===== config.mk =====
export PLATFORM = sky130hd
export DESIGN_NAME = eth_frame_recv_flat
export DESIGN_NICKNAME = d
export VERILOG_FILES = /design/src/rtl/eth_frame_recv_if.sv /design/src/rtl/eth_frame_recv.sv /design/src/flat_wrapper.sv
export SDC_FILE = /design/constraint.sdc
export NUM_CORES = 1
export LEC_CHECK = 0
export CAP_MARGIN = 20
export CORE_MARGIN = 4
export CORE_UTILIZATION = 45
export DETAILED_ROUTE_END_ITERATION = 12
export HOLD_SLACK_MARGIN = 0.12
export MAX_ROUTING_LAYER = met4
export PLACE_DENSITY = 0.78
export SLEW_MARGIN = 20
export SYNTH_ARGS = -nofsm -noshare
export SYNTH_HDL_FRONTEND = slang
export SYNTH_SLANG_ARGS = --single-unit

===== constraint.sdc =====
create_clock -name clk -period 2.8 [get_ports clk]
set_clock_uncertainty 0.15 [all_clocks]
set_input_delay 0.56 -clock clk [delete_from_list [all_inputs] [get_ports clk]]
set_output_delay 0.56 -clock clk [all_outputs]
set_load 0.01 [all_outputs]

===== src/rtl/eth_frame_recv_if.sv =====
// Byte-stream bus between the PHY-side receive path and the framer.
//
// Handshake: there is no backpressure. The PHY drives data/start every cycle.
// start=1 marks a valid input byte (preamble..last FCS byte). On the output
// side, vld=1 marks a valid frame byte on out, and sof/eof are qualifiers:
//   - sof is only meaningful together with vld;
//   - eof is a standalone pulse, never together with vld;
//   - len/err are qualified by eof.
// ready is advisory. It says that a frame starting now would be accepted.
interface eth_frame_recv_if #(
  parameter int LEN_W = 11
) ();
  logic [7:0]       data;
  logic             start;
  logic [7:0]       out;
  logic             vld;
  logic             sof;
  logic             eof;
  logic [LEN_W-1:0] len;
  logic             err;
  logic             ready;

  // PHY / source side
  modport master (output data, start, input out, vld, sof, eof, len, err, ready);
  // framer side
  modport slave  (input data, start, output out, vld, sof, eof, len, err, ready);
endinterface


===== src/rtl/eth_frame_recv.sv =====
// Byte-wide Ethernet receive framer.
// It hunts for the preamble followed by the SFD, then streams DA..FCS bytes
// with sof/eof markers. At eof it reports the frame length and a length-error
// flag. A frame already in flight when reset is released is ignored. The
// framer only arms after it has seen start=0 once.
module eth_frame_recv #(
  parameter int         PREAMBLE_LEN = 7,
  parameter logic [7:0] PRE_BYTE     = 8'h55,
  parameter logic [7:0] SFD_BYTE     = 8'hD5,
  parameter int         MIN_LEN      = 64,
  parameter int         MAX_LEN      = 1518,
  parameter int         LEN_W        = 11
) (
  input  logic               clk,
  input  logic               rst_n,
  eth_frame_recv_if.slave    bus,
  output logic [1:0]         dbg_state
);

  localparam int PCNT_W = $clog2(PREAMBLE_LEN + 1);
  localparam logic [PCNT_W-1:0] PRE_MAX = PCNT_W'(PREAMBLE_LEN);
  localparam logic [LEN_W-1:0]  MAX_L   = LEN_W'(MAX_LEN);
  localparam logic [LEN_W-1:0]  MIN_L   = LEN_W'(MIN_LEN);

  typedef enum logic [1:0] {
    S_IDLE     = 2'd0,
    S_PREAMBLE = 2'd1,
    S_PAYLOAD  = 2'd2,
    S_DROP     = 2'd3
  } state_t;

  state_t            state, state_n;
  logic [PCNT_W-1:0] pcnt, pcnt_n;
  logic [LEN_W-1:0]  cnt, cnt_n;
  logic              armed, armed_n;
  logic [7:0]        out_q, out_n;
  logic              vld_q, vld_n;
  logic              sof_q, sof_n;
  logic              eof_q, eof_n;
  logic [LEN_W-1:0]  len_q, len_n;
  logic              err_q, err_n;
  logic              ready_q, ready_n;

  // State register and all registered outputs
  always_ff @(posedge clk or negedge rst_n) begin
    if (!rst_n) begin
      state   <= S_IDLE;
      pcnt    <= '0;
      cnt     <= '0;
      armed   <= 1'b0;
      out_q   <= '0;
      vld_q   <= 1'b0;
      sof_q   <= 1'b0;
      eof_q   <= 1'b0;
      len_q   <= '0;
      err_q   <= 1'b0;
      ready_q <= 1'b0;
    end else begin
      state   <= state_n;
      pcnt    <= pcnt_n;
      cnt     <= cnt_n;
      armed   <= armed_n;
      out_q   <= out_n;
      vld_q   <= vld_n;
      sof_q   <= sof_n;
      eof_q   <= eof_n;
      len_q   <= len_n;
      err_q   <= err_n;
      ready_q <= ready_n;
    end
  end

  // Next-state logic and next values of the registered outputs
  always_comb begin
    state_n = state;
    pcnt_n  = pcnt;
    cnt_n   = cnt;
    armed_n = armed | ~bus.start;
    out_n   = out_q;
    vld_n   = 1'b0;
    sof_n   = 1'b0;
    eof_n   = 1'b0;
    len_n   = len_q;
    err_n   = 1'b0;

    case (state)
      S_IDLE: begin
        if (bus.start) begin
          if (armed && bus.data == PRE_BYTE) begin
            state_n = S_PREAMBLE;
            pcnt_n  = PCNT_W'(1);
          end else begin
            state_n = S_DROP;
          end
        end
      end

      S_PREAMBLE: begin
        if (!bus.start) begin
          state_n = S_IDLE;
        end else if (bus.data == PRE_BYTE) begin
          if (pcnt < PRE_MAX) pcnt_n = pcnt + PCNT_W'(1);
        end else if (bus.data == SFD_BYTE && pcnt >= PRE_MAX) begin
          state_n = S_PAYLOAD;
          cnt_n   = '0;
        end else begin
          state_n = S_DROP;
        end
      end

      S_PAYLOAD: begin
        if (!bus.start) begin
          // Carrier dropped: the frame ends here
          eof_n   = 1'b1;
          len_n   = cnt;
          err_n   = (cnt < MIN_L);
          state_n = S_IDLE;
        end else if (cnt < MAX_L) begin
          out_n = bus.data;
          vld_n = 1'b1;
          sof_n = (cnt == '0);
          cnt_n = cnt + LEN_W'(1);
        end else begin
          // Oversize frame: report it now and swallow the rest
          eof_n   = 1'b1;
          len_n   = MAX_L;
          err_n   = 1'b1;
          state_n = S_DROP;
        end
      end

      S_DROP: begin
        if (!bus.start) state_n = S_IDLE;
      end

      default: state_n = S_IDLE;
    endcase

    ready_n = (state_n == S_IDLE) && armed_n;
  end

  assign bus.out   = out_q;
  assign bus.vld   = vld_q;
  assign bus.sof   = sof_q;
  assign bus.eof   = eof_q;
  assign bus.len   = len_q;
  assign bus.err   = err_q;
  assign bus.ready = ready_q;
  assign dbg_state = state;

endmodule

===== src/flat_wrapper.sv =====
// flat-port wrapper written by rule: the top's interface ports become plain ports
module eth_frame_recv_flat 
#(
  parameter int         PREAMBLE_LEN = 7,
  parameter logic [7:0] PRE_BYTE     = 8'h55,
  parameter logic [7:0] SFD_BYTE     = 8'hD5,
  parameter int         MIN_LEN      = 64,
  parameter int         MAX_LEN      = 1518,
  parameter int         LEN_W        = 11
)
  (clk, rst_n, dbg_state, bus_data, bus_start, bus_out, bus_vld, bus_sof, bus_eof, bus_len, bus_err, bus_ready);
  eth_frame_recv_if #(.LEN_W(LEN_W)) bus_i ();
  input  logic clk;
  input  logic rst_n;
  output logic [1:0] dbg_state;
  input wire logic [$bits(bus_i.data)-1:0] bus_data;
  input wire logic [$bits(bus_i.start)-1:0] bus_start;
  output wire logic [$bits(bus_i.out)-1:0] bus_out;
  output wire logic [$bits(bus_i.vld)-1:0] bus_vld;
  output wire logic [$bits(bus_i.sof)-1:0] bus_sof;
  output wire logic [$bits(bus_i.eof)-1:0] bus_eof;
  output wire logic [$bits(bus_i.len)-1:0] bus_len;
  output wire logic [$bits(bus_i.err)-1:0] bus_err;
  output wire logic [$bits(bus_i.ready)-1:0] bus_ready;
  assign bus_i.data = bus_data;
  assign bus_i.start = bus_start;
  assign bus_out = bus_i.out;
  assign bus_vld = bus_i.vld;
  assign bus_sof = bus_i.sof;
  assign bus_eof = bus_i.eof;
  assign bus_len = bus_i.len;
  assign bus_err = bus_i.err;
  assign bus_ready = bus_i.ready;
  eth_frame_recv #(.PREAMBLE_LEN(PREAMBLE_LEN), .PRE_BYTE(PRE_BYTE), .SFD_BYTE(SFD_BYTE), .MIN_LEN(MIN_LEN), .MAX_LEN(MAX_LEN), .LEN_W(LEN_W)) u_core (.clk(clk), .rst_n(rst_n), .bus(bus_i), .dbg_state(dbg_state));
endmodule

==> metrics.yaml, run 1 <==
sta:
  tightest_slew_ns: 0.885
  slew_headroom_pct: 41.0
  rsz0062_at_grt: "no"
  min_period_ns: 2.46
  fmax_mhz: 406
  slew_violations: 0
  final_hold_viol_count: 0
  setup_tns_ns: 0
  setup_viol: 0
  period_share_pct: 88.0
logic_synthesis:
  synthMuxAreaShare_pct: 5.40
  synth_seq_cells: 41
  yosysWarningCount: 0
  mappedNetlistArea_um2: 1880
  synth.area.top_cells: "dfrtp_1 (55%), mux2_2 (5.4%), o21ai_0 (3.7%)"
  synth_top_area_cell: "dfrtp_1"
  synthCells: 173
  synth-simple-area-share_pct: 13.7
  netlist.area_leader.share_pct: 54.7
  synth_edf_count: 0
  synthFlopType: "dfrtp_1"
  synth_top_family_by_area: "compound AO/OA/AOI/OAI gates"
  yosysUniqueCellTypes: 39
  synth_area_per_cell_um2: 10.8
  synth_compound_area_share_pct: 18.9
  ys_async_sr_fraction_pct: 100
  synth_xor_xnor_area_share_pct: 0
  synthAdderAreaFrac_pct: 2.67
  synth-seq-area-share_pct: 54.7
  syn_nets: 188
power:
  seq_power_share_pct: 49.5
  power_mw: 1.43
  ir_drop_mv: 0.387
  clkPwrFrac_pct: 29.7
  powerDensity_nw_per_um2: 597
  internal_power_mw: 1.05
  combPwrFrac_pct: 20.9
  sw_frac_of_total_pct: 26.4
  switching_power_uw: 376
  leakage_nw: 0.979
layout:
  fin_cells: 263
  num-fill-cells: 361
  utilization_pct: 59.3
  final_cell_mix: "dfrtp_1 (41), clkdlybuf4s50_1 (35), nand2_1 (14), o21ai_0 (14), nor2_1 (11)"
  multi_input_area_um2: 764
  final_nets: 227
  layout_commonest_cell: "dfrtp_1"
  drive_above_1_share_pct: 12.7
  diodes: 0
  area_growth_pct: 27.3
  seq_area_um2: 1030
flow_run:
  cap_violations: 0
routing:
  num_vias: 1511
  ant_nets: 0
  drt_pass1_iterations: 4
  drt-total-wl_um: 4110
  drt_iter0_drc: 120
  wl_per_cell_um: 15.6
  vias_per_cell: 5.75
  drc_errors: 0
critical_path:
  required_ns: 2.83
  critPathMaxFanout: 9
  crit_path_frequent_cell: "nor4bb_1"
  worstSetupPathType: "input port to flop"
  max_stage_delay_ns: 0.54
  slowest_stage: "clkdlybuf4s50_1"
  path_buf_inv: 2
  end_kind: "flop"
  critPathTopFamily: "buffers and inverters"
  arrival_ns: 2.49
  cp-start-kind: "input port"
  rr_worst_depth: 5
  critical_path_depth: 7
  critical_path.cell_chain: "clkdlybuf4s50_1, nor4bb_1, nor4bb_1, buf_4, a41oi_1, o21ai_0, o41ai_1"
floorplanning:
  start_util_pct: 46.6
  die_h_um: 72.6
  die_w_um: 72.6
  rows: 23
  io_pins: 37
  die_area_um2: 5270
  core_area_um2: 4030
global_routing:
  grt_pass1_vias: 1472
  grt-ovfl-total: 0
  grt_usage_pct: 17.3
  grt_max_degree: 42
  antenna_found_initial: 0
  grt_pass1_wl_um: 6820
clock_network:
  cts.clk_slew.worst_paths_ns: 0.08
  cts_setup_buffers: 0
  clock_sinks: 41
  cts_tree: "yes"
  numCtsBuffers: 5
  htreeDepth: 2
  clock_latency_ns: 0.29
  cts-hold-fix-buffers: 0
  cts_resized: 0
  cts-root-buf: "clkbuf_8"
  cts_buffer_depth: 2
placement:
  place_congestion: 0.821
  hpwl_um: 2990
  io_buffer_count: 36
  dpl.cell_count: 255
hold_path:
  hp-class: "input port to async pin"
status:
  status: "completed"
## path summary, 6_finish.rpt
path / start / slack (ns) / end
min: rst_n / 0.23 / u_core.bus.len[7]$_DFFE_PN0P_
max reg2reg: u_core.cnt[9]$_DFFE_PN0P_ / 0.45 / u_core.cnt[10]$_DFFE_PN0P_
min in group clk: u_core.armed$_DFF_PN0_ / 0.34 / u_core.armed$_DFF_PN0_
max in group asynchronous: rst_n / 1.71 / u_core.cnt[9]$_DFFE_PN0P_
min reg2reg: u_core.armed$_DFF_PN0_ / 0.34 / u_core.armed$_DFF_PN0_
max: bus_data[7] / 0.34 / u_core.cnt[4]$_DFFE_PN0P_
## stage by stage
step	area, um^2	hold slack (ns)	setup WS (ns)
CTS	2390	0.267	0.354
global route	2390	0.320	0.0871
floorplan	1880	0.114	0.742
finish	2390	0.229	0.336
detailed placement	2290	0.326	0.0326
global placement	2290	0.303	0.106
## sequential cells by signal, indices dropped and copies added (netlist names)
| register | count |
|---|---|
| u_core.dbg_state | 2 |
| u_core.armed | 1 |
| u_core.cnt | 11 |
| u_core.bus.out | 8 |
| u_core.bus.err | 1 |
| u_core.bus.eof | 1 |
| u_core.bus.ready | 1 |
| u_core.bus.sof | 1 |
| u_core.pcnt | 3 |
| u_core.bus.len | 11 |
| u_core.bus.vld | 1 |
## cell families after synthesis
kind of cell,Yosys count
multiplexers,9
flip-flops,41
AND/OR/NAND/NOR,50
buffers and inverters,19
AO/OA/AOI/OAI,50
adder cells (fa/ha/maj),4
## layer usage
layer	wire [um]	track usage, %
met5	0	-
met1	1880	23.4
met3	269	4.13
met2	1890	25.6
met4	59	5.74
## Yosys cell counts, drive strengths merged, types with 3 or more instances
cell type and instances:
o31ai 6, nand2 14, nand3 5, nor2b 3, o21ai 14, clkbuf 4, inv 8, mux2 9
ha 4, a41oi 3, o22a 6, nor3 3, a31oi 3, nor2 11, a21oi 7, dfrtp 41
buf 6
## cell type report
cell class | instances | share of cell area, %
clock buffer | 7 | 4.03
tap | 50 | 2.62
sequential | 41 | 43.0
inverter | 9 | 1.41
timing repair buffer | 42 | 16.8
clock inverter | 1 | 0.210
multi-input combinational | 113 | 32.0
## power groups by stage
stage	Sequential, mW	Clock, mW	Combinational, mW
finish	0.706	0.423	0.298
global route	0.714	0.452	0.324
CTS	0.706	0.430	0.302
detailed placement	0.717	0	0.301
global placement	0.712	0	0.297
floorplan	0.733	0	0.114
## worst register-to-register path: stages, from the launching register on
cell	delay, ns
dfrtp_1	0.47
a311oi_2	0.27
a211oi_1	0.13
a221o_1	0.52
or4_1	0.54
a22oi_1	0.18
No activity file was read; power rests on OpenSTA's default activity.
==> inputs of run 2 (changes only) <==
--- a/config.mk
+++ b/config.mk
@@ -5,13 +5,14 @@
 export SDC_FILE = /design/constraint.sdc
 export NUM_CORES = 1
 export LEC_CHECK = 0
+export ABC_AREA = 1
 export CAP_MARGIN = 20
 export CORE_MARGIN = 4
 export CORE_UTILIZATION = 45
 export DETAILED_ROUTE_END_ITERATION = 12
 export HOLD_SLACK_MARGIN = 0.12
 export MAX_ROUTING_LAYER = met4
-export PLACE_DENSITY = 0.78
+export PLACE_DENSITY = 0.77
 export SLEW_MARGIN = 20
 export SYNTH_ARGS = -nofsm -noshare
 export SYNTH_HDL_FRONTEND = slang
==> run 2 against run 1 <==
  * Flip-flop and latch count is the same
  * Worst hold slack better by 0.0039 ns
  * Sequential share of layout area decreased by 3.3 points
  * Utilization down 1.0 points
  * First-iteration DRC count is 11% higher
  * Maximum frequency grew 17%
  * Clock power grew 1%
  * Worst setup slack gained 0.36 ns
  * Sequential power grew 0.6%
  * Combinational power barely moved
  * Largest cell class unchanged
==> metrics.yaml, run 2 <==
status:
  status: "completed"  # unchanged
logic_synthesis:
  synth-seq-area-share_pct: 48.5  # was 54.7%
  ys_async_sr_fraction_pct: 100  # unchanged
  synthCells: 266  # was 173
  synth_top_area_cell: "dfrtp_1"  # unchanged
  mappedNetlistArea_um2: 2110  # was 1880 um^2
  synth_edf_count: 0  # unchanged
  synth-simple-area-share_pct: 36.0  # was 13.7%
  synthFlopType: "dfrtp_1"  # unchanged
  yosysUniqueCellTypes: 28  # was 39
  synthTopCellsByCount: "nand2_1 (80), nor2_1 (48), dfrtp_1 (41), inv_1 (20), nand3_1 (15)"  # was dfrtp_1 (41), nand2_1 (14), o21ai_0 (14), nor2_1 (11), mux2_2 (9)
  yosysWarningCount: 0  # unchanged
  syn_nets: 281  # was 188
  synth.area.top_cells: "dfrtp_1 (49%), nand2_1 (14%), nor2_1 (8.5%)"  # was dfrtp_1 (55%), mux2_2 (5.4%), o21ai_0 (3.7%)
  synth_xor_xnor_area_share_pct: 1.24  # was 0%
  netlist.area_leader.share_pct: 48.5  # was 54.7%
  synth_seq_cells: 41  # unchanged
  synth.most_common_cell: "nand2_1"  # was dfrtp_1
  synth_top_family_by_area: "simple AND/OR/NAND/NOR gates"  # was compound AO/OA/AOI/OAI gates
  synthMuxAreaShare_pct: 0  # was 5.40%
  synth_compound_area_share_pct: 5.62  # was 18.9%
  synthAdderAreaFrac_pct: 2.37  # was 2.67%
  synth_area_per_cell_um2: 7.95  # was 10.8 um^2
critical_path:
  r2r_start: "u_core.cnt[0]$_DFFE_PN0P_"  # was u_core.cnt[9]$_DFFE_PN0P_
  r2r_slack_ns: 0.95  # was 0.45 ns
  worst_r2r_endpoint: "u_core.cnt[8]$_DFFE_PN0P_"  # was u_core.cnt[10]$_DFFE_PN0P_
  required_ns: 2.84  # was 2.83 ns
  critPathMaxFanout: 13  # was 9
  end_kind: "flop"  # unchanged
  arrival_ns: 2.15  # was 2.49 ns
  cp-startpoint: "bus_start"  # was bus_data[7]
  worstSetupPathType: "input port to flop"  # unchanged
  cp-start-kind: "input port"  # unchanged
  rr_worst_depth: 7  # was 5
power:
  sw_frac_of_total_pct: 28.7  # was 26.4%
  ir_drop_mv: 0.356  # was 0.387 mV
  internal_power_mw: 1.03  # was 1.05 mW
  seq_power_share_pct: 49.4  # was 49.5%
  leakage_nw: 1.25  # was 0.979 nW
  power_mw: 1.44  # was 1.43 mW
  combPwrFrac_pct: 20.8  # was 20.9%
  clkPwrFrac_pct: 29.8  # was 29.7%
  switching_power_uw: 412  # was 376 uW
  powerDensity_nw_per_um2: 555  # was 597 nW/um^2
global_routing:
  grt-ovfl-total: 0  # unchanged
  grt_pass1_vias: 1677  # was 1472
  top_usage_layer: "met2"  # unchanged
  grt_pass1_wl_um: 7900  # was 6820 um
  use_met1_pct: 21.6  # was 23.4%
  antenna_found_initial: 0  # unchanged
  grt_max_degree: 42  # unchanged
  use_met2_pct: 27.5  # was 25.6%
  grt_usage_pct: 17.1  # was 17.3%
  use_met3_pct: 3.19  # was 4.13%
layout:
  seq_area_um2: 1030  # unchanged
  layout_commonest_cell: "nand2_1"  # was dfrtp_1
  final_nets: 317  # was 227
  diodes: 0  # unchanged
  area_growth_pct: 22.5  # was 27.3%
  multi_input_area_um2: 956  # was 764 um^2
  fin_cells: 355  # was 263
  final_cell_mix: "nand2_1 (80), nor2_1 (48), dfrtp_1 (41)"  # was dfrtp_1 (41), clkdlybuf4s50_1 (35), nand2_1 (14), o21ai_0 (14), nor2_1 (11)
  drive_above_1_share_pct: 9.90  # was 12.7%
  num-fill-cells: 399  # was 361
sta:
  rsz0062_at_grt: "no"  # unchanged
  slew_headroom_pct: 39.8  # was 41.0%
  tightest_slew_ns: 0.903  # was 0.885 ns
  fmax_mhz: 474  # was 406 MHz
  final_hold_viol_count: 0  # unchanged
  setup_tns_ns: 0  # unchanged
  setup_viol: 0  # unchanged
  period_share_pct: 75.3  # was 88.0%
  slew_violations: 0  # unchanged
  min_period_ns: 2.11  # was 2.46 ns
routing:
  vias_per_cell: 5.15  # was 5.75
  drt_iter0_drc: 133  # was 120
  drt_pass1_iterations: 5  # was 4
  num_vias: 1829  # was 1511
  drt-total-wl_um: 4750  # was 4110 um
  wl_per_cell_um: 13.4  # was 15.6 um
  drc_errors: 0  # unchanged
  ant_nets: 0  # unchanged
clock_network:
  htreeDepth: 2  # unchanged
  cts_resized: 0  # unchanged
  cts_tree: "yes"  # unchanged
  clock_latency_ns: 0.30  # was 0.29 ns
  numCtsBuffers: 5  # unchanged
  cts_buffer_depth: 2  # unchanged
  cts-root-buf: "clkbuf_8"  # unchanged
  cts_setup_buffers: 0  # unchanged
  clock_sinks: 41  # unchanged
  cts.clk_slew.worst_paths_ns: 0.08  # about the same
  cts-hold-fix-buffers: 0  # unchanged
placement:
  dpl.cell_count: 347  # was 255
  io_buffer_count: 36  # unchanged
  place_congestion: 0.868  # was 0.821
  hpwl_um: 3480  # was 2990 um
floorplanning:
  io_pins: 37  # unchanged
  rows: 24  # was 23
  die_h_um: 76.6  # was 72.6 um
  die_area_um2: 5860  # was 5270 um^2
  start_util_pct: 47.6  # was 46.6%
  core_area_um2: 4440  # was 4030 um^2
  die_w_um: 76.6  # was 72.6 um
hold_path:
  hp-class: "input port to async pin"  # unchanged
flow_run:
  cap_violations: 0  # unchanged
run 2: changes by cell type in the layout (fill, tap and decap cells not counted), sizes merged, moves of 6 or more:
cell | previous run | this run
buf | 7 | 1
o22a | 6 | 0
nand3 | 5 | 16
nand2 | 14 | 87
nor2 | 11 | 51
inv | 8 | 23
nand4 | 1 | 10
o31ai | 6 | 0
mux2 | 9 | 0
run 2: cell type report:
cell class | instances | share of cell area (%)
timing repair buffer | 36 | 13.7
sequential | 41 | 39.6
inverter | 23 | 3.33
clock inverter | 1 | 0.193
tap | 52 | 2.51
clock buffer | 7 | 3.72
multi-input combinational | 195 | 36.9
run 2: stage by stage:
step	utilization (%)	area, um^2	worst slack [ns]	hold WS [ns]
2_1_floorplan	-	2110	1.14	0.114
3_3_place_gp	56.0	2490	0.458	0.308
3_5_place_dp	56.0	2490	0.415	0.306
4_1_cts	58.3	2590	0.713	0.270
5_1_grt	58.3	2590	0.520	0.314
6_report	58.3	2590	0.692	0.233
run 2: worst max-delay path by stage:
stage,endpoint
after floorplan,u_core.cnt[8]$_DFFE_PN0P_
after global placement,u_core.cnt[10]$_DFFE_PN0P_
after detailed placement,u_core.cnt[1]$_DFFE_PN0P_
after CTS,u_core.cnt[0]$_DFFE_PN0P_
after global routing,u_core.cnt[10]$_DFFE_PN0P_
final,u_core.cnt[9]$_DFFE_PN0P_
run 2: kinds of logic (layout without fill, tap and decap cells):
family                   after synthesis  after routing
AO/OA/AOI/OAI                         19             19
XOR/XNOR                               3              3
adder cells (fa/ha/maj)                4              4
buffers and inverters                 30             67
flip-flops                            41             41
AND/OR/NAND/NOR                      169            169
run 2: power groups by stage:
stage          Clock (mW)  Combinational [mW]  Sequential [mW]
4_1_cts             0.437               0.305            0.709
6_report            0.428               0.299            0.710
2_1_floorplan           0               0.137            0.725
5_1_grt             0.458               0.327            0.719
3_5_place_dp            0               0.303            0.721
3_3_place_gp            0               0.296            0.719
run 2: worst max-delay path, cell delays in order:
cell,delay (ns)
clkdlybuf4s50_1,0.63
inv_2,0.11
nand2_2,0.22
nand2_1,0.12
nand2_2,0.18
nand3_4,0.17
nand2_1,0.10
nand2_1,0.05
run 2: per-layer routing:
layer / up-vias / part of all wire (%)
li1: 914 / -
met1: 842 / 45
met2: 66 / 47
met3: 7 / 6.4
met4: 0 / 1.6
met5: - / 0
==> inputs of run 3 (changes only) <==
==> constraint.sdc (replaced) <==
create_clock -name clk -period 2.1 [get_ports clk]
set_clock_uncertainty 0.15 [all_clocks]
set_input_delay 0.42 -clock clk [delete_from_list [all_inputs] [get_ports clk]]
set_output_delay 0.42 -clock clk [all_outputs]
set_load 0.01 [all_outputs]
==> run 3 against run 2 <==
  * Combinational power rose by 41%
  * Critical path depth shrank 7
  * Utilization increased by 1.6 points
  * Total power is 34% higher
  * Largest power group unchanged
==> metrics.yaml, run 3 (synthesized netlist as in run 2, its figures left out) <==
clock_network:
  clock_latency_ns: 0.30  # about the same
  cts_setup_buffers: 0  # unchanged
  clock_sinks: 41  # unchanged
  cts-hold-fix-buffers: 1  # was 0
  numCtsBuffers: 5  # unchanged
  cts.clk_slew.worst_paths_ns: 0.07  # was 0.08 ns
  htreeDepth: 2  # unchanged
  cts-root-buf: "clkbuf_8"  # unchanged
  cts_resized: 0  # unchanged
  cts_buffer_depth: 2  # unchanged
  cts_tree: "yes"  # unchanged
global_routing:
  grt_usage_pct: 17.6  # was 17.1%
  grt-ovfl-total: 0  # unchanged
  grt_pass1_vias: 1698  # was 1677
  grt_max_degree: 42  # unchanged
  grt_pass1_wl_um: 8040  # was 7900 um
  antenna_found_initial: 0  # unchanged
layout:
  num-fill-cells: 413  # was 399
  area_growth_pct: 25.8  # was 22.5%
  final_nets: 326  # was 317
  fin_cells: 364  # was 355
  seq_area_um2: 1030  # unchanged
  drive_above_1_share_pct: 12.2  # was 9.90%
  final_cell_mix: "nand2_1 (80), nor2_1 (48), dfrtp_1 (41)"  # unchanged
  multi_input_area_um2: 956  # unchanged
  diodes: 0  # unchanged
  layout_commonest_cell: "nand2_1"  # unchanged
power:
  switching_power_uw: 539  # was 412 uW
  clkPwrFrac_pct: 29.1  # was 29.8%
  power_mw: 1.92  # was 1.44 mW
  powerDensity_nw_per_um2: 722  # was 555 nW/um^2
  sw_frac_of_total_pct: 28.1  # was 28.7%
  combPwrFrac_pct: 22.0  # was 20.8%
  leakage_nw: 1.30  # was 1.25 nW
  ir_drop_mv: 0.404  # was 0.356 mV
  internal_power_mw: 1.38  # was 1.03 mW
  seq_power_share_pct: 48.9  # was 49.4%
sta:
  final_hold_viol_count: 0  # unchanged
  tightest_slew_ns: 0.509  # was 0.903 ns
  slew_headroom_pct: 66.0  # was 39.8%
  setup_slack_ns: 0.175  # was 0.692 ns
  rsz0062_at_grt: "no"  # unchanged
  setup_viol: 0  # unchanged
  fmax_mhz: 519
  slew_violations: 0  # unchanged
  period_share_pct: 91.7
  min_period_ns: 1.92
  setup_tns_ns: 0  # unchanged
critical_path:
  critical_path.cell_chain: "clkdlybuf4s50_1"  # was clkdlybuf4s50_1, inv_2, nand2_2, nand2_1, nand2_2, nand3_4, nand2_1, nand2_1
  slowest_stage: "clkdlybuf4s50_1"  # unchanged
  critPathMaxFanout: 6  # was 13
  max_stage_delay_ns: 0.59  # was 0.63 ns
  arrival_ns: 1.35  # was 2.15 ns
  end_kind: "primary output"  # was flop
  worstSetupPathType: "flop to primary output"  # was input port to flop
  required_ns: 1.53  # was 2.84 ns
  path_buf_inv: 1  # was 2
  critPathTopFamily: "buffers and inverters"  # was simple AND/OR/NAND/NOR gates
  cp-start-kind: "flop"  # was input port
routing:
  vias_per_cell: 4.90  # was 5.15
  drt-total-wl_um: 4530  # was 4750 um
  wl_per_cell_um: 12.4  # was 13.4 um
  ant_nets: 0  # unchanged
  drc_errors: 0  # unchanged
  num_vias: 1784  # was 1829
  drt_iter0_drc: 129  # was 133
  drt_pass1_iterations: 4  # was 5
hold_path:
  hp-class: "flop to flop"  # was input port to async pin
floorplanning:
  die_h_um: 76.6  # unchanged
  core_area_um2: 4440  # unchanged
  start_util_pct: 47.6  # unchanged
  die_area_um2: 5860  # unchanged
  io_pins: 37  # unchanged
  die_w_um: 76.6  # unchanged
  rows: 24  # unchanged
placement:
  hpwl_um: 3400  # was 3480 um
  place_congestion: 0.892  # was 0.868
  dpl.cell_count: 355  # was 347
  io_buffer_count: 36  # unchanged
  pre_cts_slack_ns: 0.103  # was 0.415 ns
flow_run:
  cap_violations: 0  # unchanged
status:
  status: "completed"  # unchanged
[run 3: final cells by class]
| class | count | share of cell area [%] |
|---|---|---|
| Clock buffer | 7 | 3.62 |
| Clock inverter | 1 | 0.188 |
| Inverter | 23 | 3.25 |
| Multi-Input combinational cell | 195 | 35.9 |
| Sequential cell | 41 | 38.6 |
| Tap cell | 52 | 2.45 |
| Timing Repair Buffer | 45 | 16.0 |
[run 3: per-stage QoR]
| step | hold slack (ns) | utilization [%] | instance area [um^2] |
|---|---|---|---|
| 4_1_cts | 0.328 | 59.9 | 2660 |
| 6_report | 0.326 | 59.9 | 2660 |
| 2_1_floorplan | -0.0256 | - | 2110 |
| 3_3_place_gp | 0.300 | 57.3 | 2550 |
| 5_1_grt | 0.344 | 59.9 | 2660 |
| 3_5_place_dp | 0.309 | 57.3 | 2550 |
[run 3: per-layer routing]
metal / part of all wire (%) / track usage (%) / wire (um) / vias up
li1: - / - / - / 931
met1: 48 / 23.1 / 2170 / 806
met2: 46 / 27.1 / 2090 / 41
met3: 4.4 / 3.66 / 200 / 6
met4: 1.5 / 5.98 / 67 / 0
met5: 0 / - / 0 / -
[run 3: path summary, 6_finish.rpt]
path	start	to	slack [ns]	depth (start not counted)
min in group asynchronous	rst_n	u_core.cnt[2]$_DFFE_PN0P_	0.55	3
max in group asynchronous	rst_n	u_core.bus.len[6]$_DFFE_PN0P_	0.89	3
hold / removal	u_core.armed$_DFF_PN0_	u_core.armed$_DFF_PN0_	0.33	1
setup / recovery	u_core.dbg_state[0]$_DFF_PN0_	dbg_state[0]	0.18	1
hold reg to reg	u_core.armed$_DFF_PN0_	u_core.armed$_DFF_PN0_	0.33	1
setup reg to reg	u_core.dbg_state[0]$_DFF_PN0_	u_core.bus.out[2]$_DFFE_PN0P_	0.31	7
[run 3: power groups by stage]
stage,sequential [mW],clock (mW),combinational [mW]
after floorplan,0.967,0,0.183
after global placement,0.951,0,0.419
after detailed placement,0.955,0,0.424
after CTS,0.939,0.572,0.428
after global routing,0.952,0.619,0.464
final,0.940,0.559,0.422
